<file path="src/rtl/pipelined_barrel_shifter_if.sv">
// Stream bundle for pipelined_barrel_shifter: input word/handshake, output word/handshake, busy.
// Latency: none, signal bundle only.
// Backpressure: in_ready/out_ready carry valid-ready flow control on each side.
// Ports (slave = shifter side):
//   in_valid/in_ready/num/shift/mode  - upstream word and shift command
//   out_valid/out_ready/result        - downstream shifted word
//   busy                              - any pipeline stage occupied
interface pipelined_barrel_shifter_if #(
  parameter int N = 3
);
  localparam int W = 1 << N;

  logic         in_valid;
  logic         in_ready;
  logic [W-1:0] num;
  logic [N-1:0] shift;
  logic [1:0]   mode;
  logic         out_valid;
  logic         out_ready;
  logic [W-1:0] result;
  logic         busy;

  modport slave (
    input  in_valid, num, shift, mode, out_ready,
    output in_ready, out_valid, result, busy
  );

  modport master (
    output in_valid, num, shift, mode, out_ready,
    input  in_ready, out_valid, result, busy
  );
endinterface

</file>
<file path="src/rtl/pipelined_barrel_shifter.sv">
// Pipelined barrel shifter (rotate right/left, logical left, arithmetic right), W = 2**N.
// Latency: N edges from acceptance to result, one word per cycle sustained.
// Backpressure: per-stage advance; bubbles collapse, in_ready drops only when all N stages are full.
// Ports:
//   clk, reset_n - rising-edge clock, asynchronous active-low reset
//   bus (slave)  - in_valid/in_ready/num/shift/mode in, out_valid/out_ready/result out, busy
module pipelined_barrel_shifter #(
  parameter int N = 3
) (
  input logic                        clk,
  input logic                        reset_n,
  pipelined_barrel_shifter_if.slave  bus
);
  localparam int W = 1 << N;

  // Stage k registers
  logic [N-1:0]          valid_q;
  logic [N-1:0][W-1:0]   data_q;
  logic [N-1:0][N-1:0]   shift_q;
  logic [N-1:0][1:0]     mode_q;

  // Operand presented to stage k (stage 0 reads the bus directly)
  logic [N-1:0]          src_valid;
  logic [N-1:0][W-1:0]   src_data;
  logic [N-1:0][N-1:0]   src_shift;
  logic [N-1:0][1:0]     src_mode;
  logic [N-1:0][W-1:0]   nxt_data;

  logic [N-1:0]          adv;

  // One fixed-distance shift step. Arithmetic right fills from the current
  // MSB; every earlier step in that mode preserved it, so this is the
  // original word's sign bit.
  function automatic logic [W-1:0] shift_by(input logic [W-1:0] d,
                                            input logic [1:0]   m,
                                            input int           amt);
    logic [W-1:0] r;
    case (m)
      2'b00:   r = (d >> amt) | (d << (W - amt));
      2'b01:   r = (d << amt) | (d >> (W - amt));
      2'b10:   r = d << amt;
      default: r = $signed(d) >>> amt;
    endcase
    return r;
  endfunction

  always_comb begin
    src_valid[0] = bus.in_valid;
    src_data[0]  = bus.num;
    src_shift[0] = bus.shift;
    src_mode[0]  = bus.mode;
    for (int k = 1; k < N; k++) begin
      src_valid[k] = valid_q[k-1];
      src_data[k]  = data_q[k-1];
      src_shift[k] = shift_q[k-1];
      src_mode[k]  = mode_q[k-1];
    end
    for (int k = 0; k < N; k++) begin
      nxt_data[k] = src_shift[k][k] ? shift_by(src_data[k], src_mode[k], 1 << k)
                                    : src_data[k];
    end
  end

  // Stage k may load unless it and every stage after it are full while the
  // sink stalls. Written in closed form so no bit of adv depends on another.
  for (genvar k = 0; k < N; k++) begin : g_adv
    assign adv[k] = bus.out_ready | ~(&valid_q[N-1:k]);
  end

  always_ff @(posedge clk or negedge reset_n) begin
    if (!reset_n) begin
      valid_q <= '0;
      data_q  <= '0;
      shift_q <= '0;
      mode_q  <= '0;
    end else begin
      for (int k = 0; k < N; k++) begin
        if (adv[k]) begin
          valid_q[k] <= src_valid[k];
          data_q[k]  <= nxt_data[k];
          shift_q[k] <= src_shift[k];
          mode_q[k]  <= src_mode[k];
        end
      end
    end
  end

  assign bus.in_ready  = adv[0];
  assign bus.out_valid = valid_q[N-1];
  assign bus.result    = data_q[N-1];
  assign bus.busy      = |valid_q;

  // The last stage's command fields have no consumer.
  logic unused_tail;
  assign unused_tail = ^{shift_q[N-1], mode_q[N-1]};
endmodule

</file>
<file path="src/flat_wrapper.sv">
// flat-port wrapper written by rule: the top's interface ports become plain ports
module pipelined_barrel_shifter_flat 
#(
  parameter int N = 3
)
  (clk, reset_n, bus_in_valid, bus_num, bus_shift, bus_mode, bus_out_ready, bus_in_ready, bus_out_valid, bus_result, bus_busy);
  pipelined_barrel_shifter_if #(.N(N)) bus_i ();
  input logic clk;
  input logic reset_n;
  input wire logic [$bits(bus_i.in_valid)-1:0] bus_in_valid;
  input wire logic [$bits(bus_i.num)-1:0] bus_num;
  input wire logic [$bits(bus_i.shift)-1:0] bus_shift;
  input wire logic [$bits(bus_i.mode)-1:0] bus_mode;
  input wire logic [$bits(bus_i.out_ready)-1:0] bus_out_ready;
  output wire logic [$bits(bus_i.in_ready)-1:0] bus_in_ready;
  output wire logic [$bits(bus_i.out_valid)-1:0] bus_out_valid;
  output wire logic [$bits(bus_i.result)-1:0] bus_result;
  output wire logic [$bits(bus_i.busy)-1:0] bus_busy;
  assign bus_i.in_valid = bus_in_valid;
  assign bus_i.num = bus_num;
  assign bus_i.shift = bus_shift;
  assign bus_i.mode = bus_mode;
  assign bus_i.out_ready = bus_out_ready;
  assign bus_in_ready = bus_i.in_ready;
  assign bus_out_valid = bus_i.out_valid;
  assign bus_result = bus_i.result;
  assign bus_busy = bus_i.busy;
  pipelined_barrel_shifter #(.N(N)) u_core (.clk(clk), .reset_n(reset_n), .bus(bus_i));
endmodule
</file>
<file path="config.mk">
export PLATFORM = sky130hd
export DESIGN_NAME = pipelined_barrel_shifter_flat
export DESIGN_NICKNAME = d
export VERILOG_FILES = /design/src/rtl/pipelined_barrel_shifter_if.sv /design/src/rtl/pipelined_barrel_shifter.sv /design/src/flat_wrapper.sv
export SDC_FILE = /design/constraint.sdc
export NUM_CORES = 1
export LEC_CHECK = 0
export BUFFER_PORTS_ARGS = -buffer_cell sky130_fd_sc_hd__buf_2
export CORE_ASPECT_RATIO = 0.75
export CORE_MARGIN = 2
export CORE_UTILIZATION = 40
export DETAILED_ROUTE_END_ITERATION = 10
export PLACE_DENSITY = 0.6
export SYNTH_ARGS = -nofsm -noshare
export SYNTH_HDL_FRONTEND = slang
export SYNTH_SLANG_ARGS = --single-unit
</file>
<file path="constraint.sdc">
create_clock -name clk -period 1.5 [get_ports clk]
set_input_delay 0.075 -clock clk [delete_from_list [all_inputs] [get_ports clk]]
set_output_delay 0.075 -clock clk [all_outputs]
set_load 0.05 [all_outputs]
</file>
==> qor.tcl, run 1 <==
set qor(result_of_the_run) {finished clean}
set qor(critPathCaptureType) {output pin}
set qor(final.period_utilization_pct) 94.1
set qor(post_synthesis_register_bit_count) 34
set qor(crit_arrival_ns) 1.34
set qor(starting_density_of_the_core_pct) 42.3
set qor(power-per-cell-area_mw_per_mm2) 1320
set qor(slowest_delay_ns) 0.39
set qor(floorplan.rows) 21
set qor(cts_buffers) 5
set qor(io_buffers) 27
set qor(maxSlewHeadroom_pct) 68.8
set qor(ys_warn_count) 0
set qor(fin_area_mm2) 0.00219
set qor(layout_min_cycle_time_ns) 1.41
set qor(synth_area_mm2) 0.00191
set qor(synth-main-ff-cell) {sky130_fd_sc_hd__dfrtp_1}
set qor(dr.first_iter.drc_count) 63
set qor(detail-route-antenna-nets) 0
set qor(die_w_um) 83.8
set qor(design.core.area_mm2) 0.00452
set qor(firstDrtPassIters) 4
set qor(slew_viol_final) 0
set qor(worstPathRequired_ns) 1.42
set qor(synth_cells) 201
set qor(net_count_after_synthesis) 218
set qor(synthTopCellsByArea) {sky130_fd_sc_hd__dfrtp_1, sky130_fd_sc_hd__mux2i_1, sky130_fd_sc_hd__nand2_1}
set qor(num-fill-cells) 441
set qor(drc_errors) 0
set qor(path_cells) {and2b_1 > and3_4 > clkinv_4 > buf_4}
set qor(internal_power_mw) 1.82
set qor(portion_of_the_post_synthesis_area_used_by_sequential_elements_pct) 44.5
set qor(cts-root-buf) {sky130_fd_sc_hd__clkbuf_8}
set qor(synthDominantCellAreaShare_pct) 44.5
set qor(insertion_delay_ns) 0.29
set qor(clock_tree_from_tritoncts) {done}
set qor(max-vdd-ir-drop_mv) 0.800
set qor(netSwitchingPower_mw) 1.07
set qor(totalWireLength_mm) 3.70
set qor(timing_hold_violations_final) 0
set qor(slowest_library_cell_on_the_worst_path) {sky130_fd_sc_hd__dfrtp_2}
set qor(layout_commonest_cell) {sky130_fd_sc_hd__nand2_1}
set qor(yosysUniqueCellTypes) 26
set qor(cts-htree-levels) 2
set qor(top_level_ports) 28
set qor(critPathTopFamily) {flip-flops}
set qor(cp-start-kind) {flip-flop}
set qor(gpl.final_weighted_congestion) 0.775
set qor(via_count_of_the_first_global_routing_pass) 1398
set qor(overall_power_of_the_completed_layout_mw) 2.89
set qor(gr_util_all_layers_pct) 15.3
set qor(design.die.area_mm2) 0.00535
set qor(max_cap_viol_count) 0
set qor(rsz0062_at_grt) {false}
set qor(cp_max_fo) 8
set qor(cellLeakagePower_nw) 1.04
set qor(clk_path_buf_depth) 2
set qor(grt_max_degree) 19
set qor(post-synth-top-area-cell) {sky130_fd_sc_hd__dfrtp_1}
set qor(worst-slew-pin-transition_ns) 0.468
set qor(antenna_cells) 0
set qor(clock_pin_slew_on_the_worst_setup_and_hold_paths_ns) 0.07
set qor(grt-ovfl-total) 0
set qor(worstPathBufferInverterCount) 2
set qor(fmax_ghz) 0.709
set qor(postSynthAreaPerCell_um2) 9.51
set qor(clock_skew_ns) 0.00486
set qor(register_area_um2) 852
set qor(power.combinational.fraction_pct) 32.0
set qor(layout_common_cells) {sky130_fd_sc_hd__nand2_1, sky130_fd_sc_hd__dfrtp_1, sky130_fd_sc_hd__buf_2, sky130_fd_sc_hd__mux2i_1, sky130_fd_sc_hd__nor2_1}
set qor(synth_enable_flop_cells) 0
set qor(hpwl_dp_mm) 2.80
set qor(clock_power_share_pct) 23.8
set qor(area_overhead_vs_synth_pct) 14.3
set qor(setup.worst_path.class) {reg2out}
set qor(setup_viol) 0
set qor(asyncSetResetFlopFracSynth_pct) 100
set qor(initial_antenna_violation_count) 0
set qor(switching_share_pct) 37.1
set qor(vias) 1425
set qor(clock_sink_count) 34
set qor(grt_first_pass_wirelength_mm) 6.60
set qor(combined_area_of_the_multi_input_logic_cells_um2) 925
set qor(wire_per_inst_um) 13.0
set qor(drive_above_1_share_pct) 20.7
set qor(timing.hold.worst.class) {in2reg}
set qor(seqPwrFrac_pct) 44.2
set qor(chipHeight_um) 63.9
set qor(fin_nets) 243
set qor(dpl_cell_area_mm2) 0.00204
set qor(detail_route.vias_per_cell) 5.02
==> cells in the mapped netlist, types with 2 or more instances <==
master / instances
sky130_fd_sc_hd__a21o_1: 10
sky130_fd_sc_hd__xor2_4: 2
sky130_fd_sc_hd__mux2i_1: 23
sky130_fd_sc_hd__o211ai_1: 3
sky130_fd_sc_hd__nor2_1: 16
sky130_fd_sc_hd__buf_6: 2
sky130_fd_sc_hd__clkbuf_1: 6
sky130_fd_sc_hd__buf_4: 11
sky130_fd_sc_hd__a211oi_1: 10
sky130_fd_sc_hd__buf_2: 2
sky130_fd_sc_hd__nand2_1: 34
sky130_fd_sc_hd__nand2b_1: 5
sky130_fd_sc_hd__dfrtp_1: 34
sky130_fd_sc_hd__nor2b_1: 7
sky130_fd_sc_hd__a21oi_1: 6
sky130_fd_sc_hd__o21ai_0: 12
sky130_fd_sc_hd__a31oi_1: 7
sky130_fd_sc_hd__nand3_1: 3
==> cells by family after synthesis <==
kind of cell	count (synthesis)	synth area share [%]
and+or+nand+nor	70	16.3
muxes	23	12.0
DFF	34	44.5
buffers and inverters	22	7.39
AOI/OAI and AO/OA	50	16.9
xor gates and xnor gates	2	2.88
==> layout make-up <==
| class | instances | share of cell area [%] |
|---|---|---|
| clock buffers | 7 | 3.95 |
| clock inverters | 1 | 0.229 |
| inverters | 1 | 0.401 |
| multi-input cells | 145 | 42.3 |
| flip-flops and latches | 34 | 39.0 |
| well taps | 57 | 3.26 |
| repair buffers | 39 | 10.9 |
==> power by group through the flow <==
stage	logic, mW	clock network (mW)	registers, mW
CTS	0.934	0.704	1.28
global placement	0.911	0	1.29
finish	0.926	0.688	1.28
floorplan	0.842	0	1.24
detailed placement	0.919	0	1.30
global route	1.02	0.760	1.31
==> layer usage <==
| metal | GRT usage [%] | up-vias | routed length (um) |
|---|---|---|---|
| li1 | - | 741 | - |
| met1 | 21.5 | 642 | 1920 |
| met2 | 22.9 | 37 | 1550 |
| met3 | 4.39 | 5 | 184 |
| met4 | 4.84 | 0 | 43 |
| met5 | 0 | - | 0 |
==> path summary, 6_finish.rpt <==
kind                                 startpoint                    to  slack (ns)  depth (start not counted)
setup / recovery              u_core.valid_q[2]          bus_in_ready        0.09                          4
hold / removal                      bus_mode[0]      u_core.mode_q[0]        0.11                          3
setup reg to reg              u_core.valid_q[2]      u_core.data_q[4]        0.13                          5
hold reg to reg            u_core.bus.result[0]  u_core.bus.result[0]        0.47                          2
max in group asynchronous               reset_n      u_core.data_q[3]        0.78                          3
min in group asynchronous               reset_n      u_core.data_q[7]        0.21                          2
==> stage by stage <==
step                TNS [ns]  worst slack, ns  std cells  hold slack [ns]  util (%)
global route               0           0.0133        284            0.114      48.4
finish                     0           0.0891        284            0.112      48.4
detailed placement    -0.727           -0.134        271         -0.00536      45.1
global placement      -0.331          -0.0974        271         -0.00522      45.1
CTS                        0           0.0317        284            0.106      48.3
floorplan                  0           0.0237        201           -0.221         -
==> timing repair <==
action	CTS	global route
endpoints found under the setup margin	13	1
setup buffers	1	0
hold endpoints to repair	15	0
pin swaps	1	0
gates resized for setup	2	2
hold buffers	4	0
gates cloned	0	0
==> worst reg2reg max path, delay by kind of cell, from the launching register on <==
kind,cells,cell delay (ns)
flops,1,0.39
simple gates,2,0.38
compound gates,2,0.34
buf+inv,1,0.19
==> sequential cells by signal, summed over array words and instances (netlist names) <==
signal and cells:
u_core.shift_q 3, u_core.bus.result 8, u_core.valid_q 3, u_core.mode_q 4, u_core.data_q 16
Note: power is estimated with default switching activity, not from simulation.
==> inputs of run 2 (changes only) <==
--- a/config.mk
+++ b/config.mk
@@ -6,7 +6,8 @@
 export NUM_CORES = 1
 export LEC_CHECK = 0
 export BUFFER_PORTS_ARGS = -buffer_cell sky130_fd_sc_hd__buf_2
-export CORE_ASPECT_RATIO = 0.75
+export CAP_MARGIN = 10
+export CORE_ASPECT_RATIO = 0.8
 export CORE_MARGIN = 2
 export CORE_UTILIZATION = 40
 export DETAILED_ROUTE_END_ITERATION = 10
==> qor.tcl, run 2 (synthesized netlist as in run 1, its figures left out) <==
set qor(cp_max_fo) 8
set qor(overall_power_of_the_completed_layout_mw) 2.88
set qor(initial_antenna_violation_count) 0
set qor(rsz0062_at_grt) {false}
set qor(clk_path_buf_depth) 2
set qor(fin_nets) 242
set qor(firstDrtPassIters) 4
set qor(layout_common_cells) {sky130_fd_sc_hd__nand2_1, sky130_fd_sc_hd__dfrtp_1, sky130_fd_sc_hd__buf_2, sky130_fd_sc_hd__mux2i_1, sky130_fd_sc_hd__nor2_1}
set qor(drc_errors) 0
set qor(clock_pin_slew_on_the_worst_setup_and_hold_paths_ns) 0.07
set qor(power-per-cell-area_mw_per_mm2) 1320
set qor(chipHeight_um) 65.8
set qor(final.period_utilization_pct) 95.6
set qor(layout_min_cycle_time_ns) 1.43
set qor(design.core.area_mm2) 0.00460
set qor(cts-root-buf) {sky130_fd_sc_hd__clkbuf_8}
set qor(floorplan.rows) 22
set qor(holdWs_ns) 0.114
set qor(result_of_the_run) {finished clean}
set qor(timing.hold.worst.class) {in2reg}
set qor(fmax_ghz) 0.697
set qor(area_overhead_vs_synth_pct) 14.1
set qor(maxSlewHeadroom_pct) 66.3
set qor(gpl.final_weighted_congestion) 0.790
set qor(totalWireLength_mm) 3.67
set qor(vias) 1424
set qor(totalNegativeSetupSlack_ns) 0
set qor(antenna_cells) 0
set qor(top_level_ports) 28
set qor(setup.worst_path.class) {reg2out}
set qor(die_w_um) 81.3
set qor(critPathTopFamily) {flip-flops}
set qor(detail_route.vias_per_cell) 4.98
set qor(worst-slew-pin-transition_ns) 0.506
set qor(wire_per_inst_um) 12.8
set qor(slowest_delay_ns) 0.40
set qor(cts_buffers) 5
set qor(design.die.area_mm2) 0.00535
set qor(cellLeakagePower_nw) 1.04
set qor(detail-route-antenna-nets) 0
set qor(max-vdd-ir-drop_mv) 0.643
set qor(via_count_of_the_first_global_routing_pass) 1358
set qor(max_flop_register) {u_core.data_q}
set qor(clock_skew_ns) 0.00647
set qor(insertion_delay_ns) 0.28
set qor(slew_viol_final) 0
set qor(io_buffers) 27
set qor(cts-htree-levels) 2
set qor(max_cap_viol_count) 0
set qor(gr_util_all_layers_pct) 15.9
set qor(clock_sink_count) 34
set qor(slowest_library_cell_on_the_worst_path) {sky130_fd_sc_hd__dfrtp_2}
set qor(dr.first_iter.drc_count) 48
set qor(cp-start-kind) {flip-flop}
set qor(grt_max_degree) 19
set qor(max_ffs_per_register) 16
set qor(grt-ovfl-total) 0
set qor(final_core_utilization_pct) 47.5
set qor(hpwl_dp_mm) 2.73
set qor(num-fill-cells) 461
set qor(setup_viol) 0
set qor(critPathCaptureType) {output pin}
set qor(starting_density_of_the_core_pct) 41.6
set qor(drive_above_1_share_pct) 20.4
set qor(worstPathRequired_ns) 1.42
set qor(clock_tree_from_tritoncts) {done}
set qor(crit_arrival_ns) 1.36
set qor(grt_first_pass_wirelength_mm) 6.37
set qor(timing_hold_violations_final) 0
set qor(layout_commonest_cell) {sky130_fd_sc_hd__nand2_1}
set qor(worstPathBufferInverterCount) 2
set qor(path_cells) {and2b_1 > and3_4 > clkinv_4 > clkbuf_4}
-- run 2: changes by cell type in the layout (fill, tap and decap cells not counted) --
cell,change
sky130_fd_sc_hd__buf_4,-2
sky130_fd_sc_hd__clkbuf_4,+1
-- run 2: worst reg2reg max path, cell delays in order (launching register included) --
cell	delay (ns)
sky130_fd_sc_hd__dfrtp_2	0.40
sky130_fd_sc_hd__and2b_1	0.18
sky130_fd_sc_hd__and3_4	0.20
sky130_fd_sc_hd__buf_4	0.20
sky130_fd_sc_hd__a211oi_1	0.23
sky130_fd_sc_hd__a21o_1	0.11
-- run 2: final cells by class --
| class | count | area, um^2 | area share, % |
|---|---|---|---|
| repair buffers | 38 | 230 | 10.6 |
| clock inverters | 1 | 5.00 | 0.229 |
| inverters | 1 | 8.76 | 0.401 |
| multi-input cells | 145 | 925 | 42.4 |
| flip-flops and latches | 34 | 852 | 39.0 |
| clock buffers | 7 | 86.3 | 3.96 |
| well taps | 60 | 75.1 | 3.44 |
-- run 2: worst paths after layout --
kind                       slack, ns                 start  cells past startpoint                    to
max in group asynchronous       0.85               reset_n                      3     u_core.valid_q[2]
max                             0.07     u_core.valid_q[2]                      4          bus_in_ready
min reg2reg                     0.47  u_core.bus.result[1]                      2  u_core.bus.result[1]
max reg2reg                     0.13     u_core.valid_q[2]                      5      u_core.data_q[6]
min                             0.11           bus_mode[1]                      3      u_core.mode_q[1]
min in group asynchronous       0.17               reset_n                      2      u_core.data_q[5]
-- run 2: report_power, final --
group          total [mW]  switching, mW  leakage, nW  internal [mW]
Combinational       0.916          0.575        0.591          0.341
Sequential           1.29          0.181        0.397           1.10
Clock               0.682          0.312       0.0482          0.370
Total                2.88           1.07         1.04           1.81
-- run 2: metal layers --
metal | routed length (um) | GRT usage, % | vias to the layer above
li1 | - | - | 735
met4 | 63 | 8.26 | 0
met1 | 1890 | 21.8 | 653
met5 | 0 | 0 | -
met2 | 1560 | 23.4 | 32
met3 | 152 | 3.69 | 4
-- run 2: per-stage QoR --
step / std cells / area, um^2 / worst slack (ns)
finish: 286 / 2180 / 0.0662
global route: 286 / 2180 / 0.0150
CTS: 286 / 2180 / 0.0261
detailed placement: 273 / 2040 / -0.154
global placement: 273 / 2040 / -0.130
floorplan: 201 / 1920 / 0.0237
-- run 2: repair_timing --
item | 4_1_cts | 5_1_grt
setup endpoints to repair | 13 | 1
resized for setup | 2 | 1
hold endpoints to repair | 37 | 0
buffers inserted | 1 | 0
hold buffers | 4 | 0
==> inputs of run 3 (changes only) <==
--- a/config.mk
+++ b/config.mk
@@ -5,6 +5,7 @@
 export SDC_FILE = /design/constraint.sdc
 export NUM_CORES = 1
 export LEC_CHECK = 0
+export ABC_AREA = 1
 export BUFFER_PORTS_ARGS = -buffer_cell sky130_fd_sc_hd__buf_2
 export CAP_MARGIN = 10
 export CORE_ASPECT_RATIO = 0.8
==> qor.tcl, run 3 <==
set qor(synthTopCellsByArea) {sky130_fd_sc_hd__dfrtp_1, sky130_fd_sc_hd__nand2_1, sky130_fd_sc_hd__nand3_1}
set qor(clock_skew_ns) 0.00609
set qor(io_buffers) 27
set qor(chipHeight_um) 66.8
set qor(post_synth_and_or_nand_nor_area_fraction_pct) 34.2
set qor(ff2ff_path_depth) 5
set qor(cp-start-kind) {flip-flop}
set qor(clock_sink_count) 34
set qor(grt_first_pass_wirelength_mm) 7.35
set qor(dr.first_iter.drc_count) 66
set qor(max-vdd-ir-drop_mv) 0.600
set qor(timing.final.ws_setup_ns) 0.0948
set qor(setup.worst_path.class) {reg2out}
set qor(max_flop_register) {u_core.data_q}
set qor(layout_min_cycle_time_ns) 1.41
set qor(cts-htree-levels) 2
set qor(top_level_ports) 28
set qor(synth_enable_flop_cells) 0
set qor(die_w_um) 82.5
set qor(critPathCaptureType) {output pin}
set qor(postSynthAreaPerCell_um2) 7.44
set qor(gr_util_all_layers_pct) 17.6
set qor(timing.hold.worst.class) {in2reg}
set qor(cp_max_fo) 11
set qor(design.core.area_mm2) 0.00465
set qor(insertion_delay_ns) 0.28
set qor(post_synthesis_register_bit_count) 34
set qor(power.combinational.fraction_pct) 32.6
set qor(asyncSetResetFlopFracSynth_pct) 100
set qor(power-per-cell-area_mw_per_mm2) 1290
set qor(synth.most_common_cell) {sky130_fd_sc_hd__nand2_1}
set qor(result_of_the_run) {finished clean}
set qor(maxSlewHeadroom_pct) 71.2
set qor(clk_path_buf_depth) 2
set qor(final.period_utilization_pct) 93.7
set qor(timing.rr.start) {u_core.valid_q[2]}
set qor(drc_errors) 0
set qor(clock_tree_from_tritoncts) {done}
set qor(max_ffs_per_register) 16
set qor(fmax_ghz) 0.712
set qor(synth_top_family_by_area) {simple AND/OR/NAND/NOR gates}
set qor(max_cap_viol_count) 0
set qor(synth_cells) 265
set qor(fin_area_mm2) 0.00218
set qor(worstPathRequired_ns) 1.42
set qor(netSwitchingPower_mw) 1.12
set qor(totalNegativeSetupSlack_ns) 0
set qor(yosysUniqueCellTypes) 22
set qor(synthDominantCellAreaShare_pct) 43.2
set qor(area_overhead_vs_synth_pct) 10.9
set qor(totalWireLength_mm) 4.18
set qor(detail_route.vias_per_cell) 4.87
set qor(slew_viol_final) 0
set qor(hpwl_dp_mm) 3.11
set qor(final_core_utilization_pct) 47.0
set qor(net_count_after_synthesis) 282
set qor(preCtsSetupSlack_ns) 0.318
set qor(post_synth_fa_ha_maj_area_fraction_pct) 0
set qor(synth-xor-area-share_pct) 0
set qor(crit_arrival_ns) 1.33
set qor(worst-slew-pin-transition_ns) 0.432
set qor(synth-main-ff-cell) {sky130_fd_sc_hd__dfrtp_1}
set qor(initial_antenna_violation_count) 0
set qor(switching_share_pct) 39.9
set qor(ys_warn_count) 0
set qor(grt-ovfl-total) 0
set qor(cts_buffers) 5
set qor(cts-root-buf) {sky130_fd_sc_hd__clkbuf_8}
set qor(post-synth-top-area-cell) {sky130_fd_sc_hd__dfrtp_1}
set qor(antenna_cells) 0
set qor(vias) 1695
set qor(rsz0062_at_grt) {false}
set qor(synth_area_mm2) 0.00197
set qor(post_synthesis_compound_gate_area_fraction_pct) 10.2
set qor(timing_hold_violations_final) 0
set qor(worst_setup_path_startpoint) {u_core.valid_q[2]}
set qor(firstDrtPassIters) 4
set qor(drive_above_1_share_pct) 24.0
set qor(detail-route-antenna-nets) 0
set qor(clock_pin_slew_on_the_worst_setup_and_hold_paths_ns) 0.07
set qor(seqPwrFrac_pct) 44.8
set qor(worstHoldPathCells) 3
set qor(layout_common_cells) {sky130_fd_sc_hd__nand2_1, sky130_fd_sc_hd__nand3_1, sky130_fd_sc_hd__dfrtp_1, sky130_fd_sc_hd__nor2_1, sky130_fd_sc_hd__buf_2}
set qor(wire_per_inst_um) 12.0
set qor(dpl_cell_area_mm2) 0.00208
set qor(layout_commonest_cell) {sky130_fd_sc_hd__nand2_1}
set qor(cellLeakagePower_nw) 1.11
set qor(grt_max_degree) 35
set qor(gpl.final_weighted_congestion) 0.936
set qor(internal_power_mw) 1.69
set qor(starting_density_of_the_core_pct) 42.4
set qor(floorplan.rows) 22
set qor(via_count_of_the_first_global_routing_pass) 1627
set qor(overall_power_of_the_completed_layout_mw) 2.81
set qor(post_synth_mux_area_share_pct) 0
set qor(setup_viol) 0
set qor(portion_of_the_post_synthesis_area_used_by_sequential_elements_pct) 43.2
set qor(synth_top_cells_by_count) {sky130_fd_sc_hd__nand2_1, sky130_fd_sc_hd__nand3_1, sky130_fd_sc_hd__dfrtp_1}
set qor(clock_power_share_pct) 22.6
set qor(fin_nets) 305
set qor(min-delay-start) {bus_shift[1]}
set qor(design.die.area_mm2) 0.00551
run 3: cell count changes in the layout (fill, tap and decap cells not counted), moves of 17 or more:
| cell | before | now |
|---|---|---|
| sky130_fd_sc_hd__inv_1 | 0 | 25 |
| sky130_fd_sc_hd__mux2i_1 | 23 | 0 |
| sky130_fd_sc_hd__nand2_1 | 34 | 62 |
| sky130_fd_sc_hd__nand3_1 | 3 | 38 |
| sky130_fd_sc_hd__nor2_1 | 16 | 33 |
run 3: power by group through the flow:
stage / logic (mW) / registers [mW] / clock network [mW]
finish: 0.918 / 1.26 / 0.634
global route: 1.03 / 1.30 / 0.699
detailed placement: 0.917 / 1.28 / 0
global placement: 0.912 / 1.27 / 0
CTS: 0.923 / 1.26 / 0.655
floorplan: 0.840 / 1.23 / 0
run 3: cells by family after synthesis:
kind of cell | count (synthesis)
DFF | 34
AOI/OAI and AO/OA | 33
and+or+nand+nor | 151
buffers and inverters | 47
run 3: what timing repair did:
| item | in CTS | in global routing |
|---|---|---|
| resized for setup | 0 | 3 |
| buffers inserted | 0 | 0 |
| hold endpoints to repair | 35 | 0 |
| setup endpoints to repair | 0 | 1 |
| hold buffers | 2 | 0 |
run 3: path summary, 6_finish.rpt:
check | end | slack, ns
hold reg to reg | u_core.valid_q[1] | 0.49
setup / recovery | bus_in_ready | 0.09
setup reg to reg | u_core.data_q[4] | 0.27
hold / removal | u_core.shift_q[1] | 0.01
max in group asynchronous | u_core.data_q[11] | 0.81
min in group asynchronous | u_core.data_q[0] | 0.37
run 3: through the flow:
step	hold WS, ns	cells
6_report	0.0140	348
5_1_grt	0.0219	348
4_1_cts	0.00748	348
3_5_place_dp	0.138	339
3_3_place_gp	0.140	339
2_1_floorplan	-0.221	265
run 3: final cells by class:
cell class                 instances  area, um^2
fill                             494        2470
multi-input combinational        184         875
sequential                        34         851
timing repair buffer              33         188
inverter                          30         118
tap                               60        75.1
clock buffer                       5        68.8
clock inverter                     2        10.0
run 3: per-layer routing:
layer	part of all wire [%]	global-route usage [%]	vias up
met1	50	23.9	774
met4	1.6	6.67	0
met2	43	27.3	39
met5	0	0	-
met3	5.1	3.79	6
li1	-	-	876
run 3: critical path: stages, from the launching register on:
cell                       delay (ns)
sky130_fd_sc_hd__dfrtp_1         0.40
sky130_fd_sc_hd__nand3_2         0.12
sky130_fd_sc_hd__nor2_4          0.18
sky130_fd_sc_hd__inv_4           0.11
sky130_fd_sc_hd__clkbuf_4        0.23
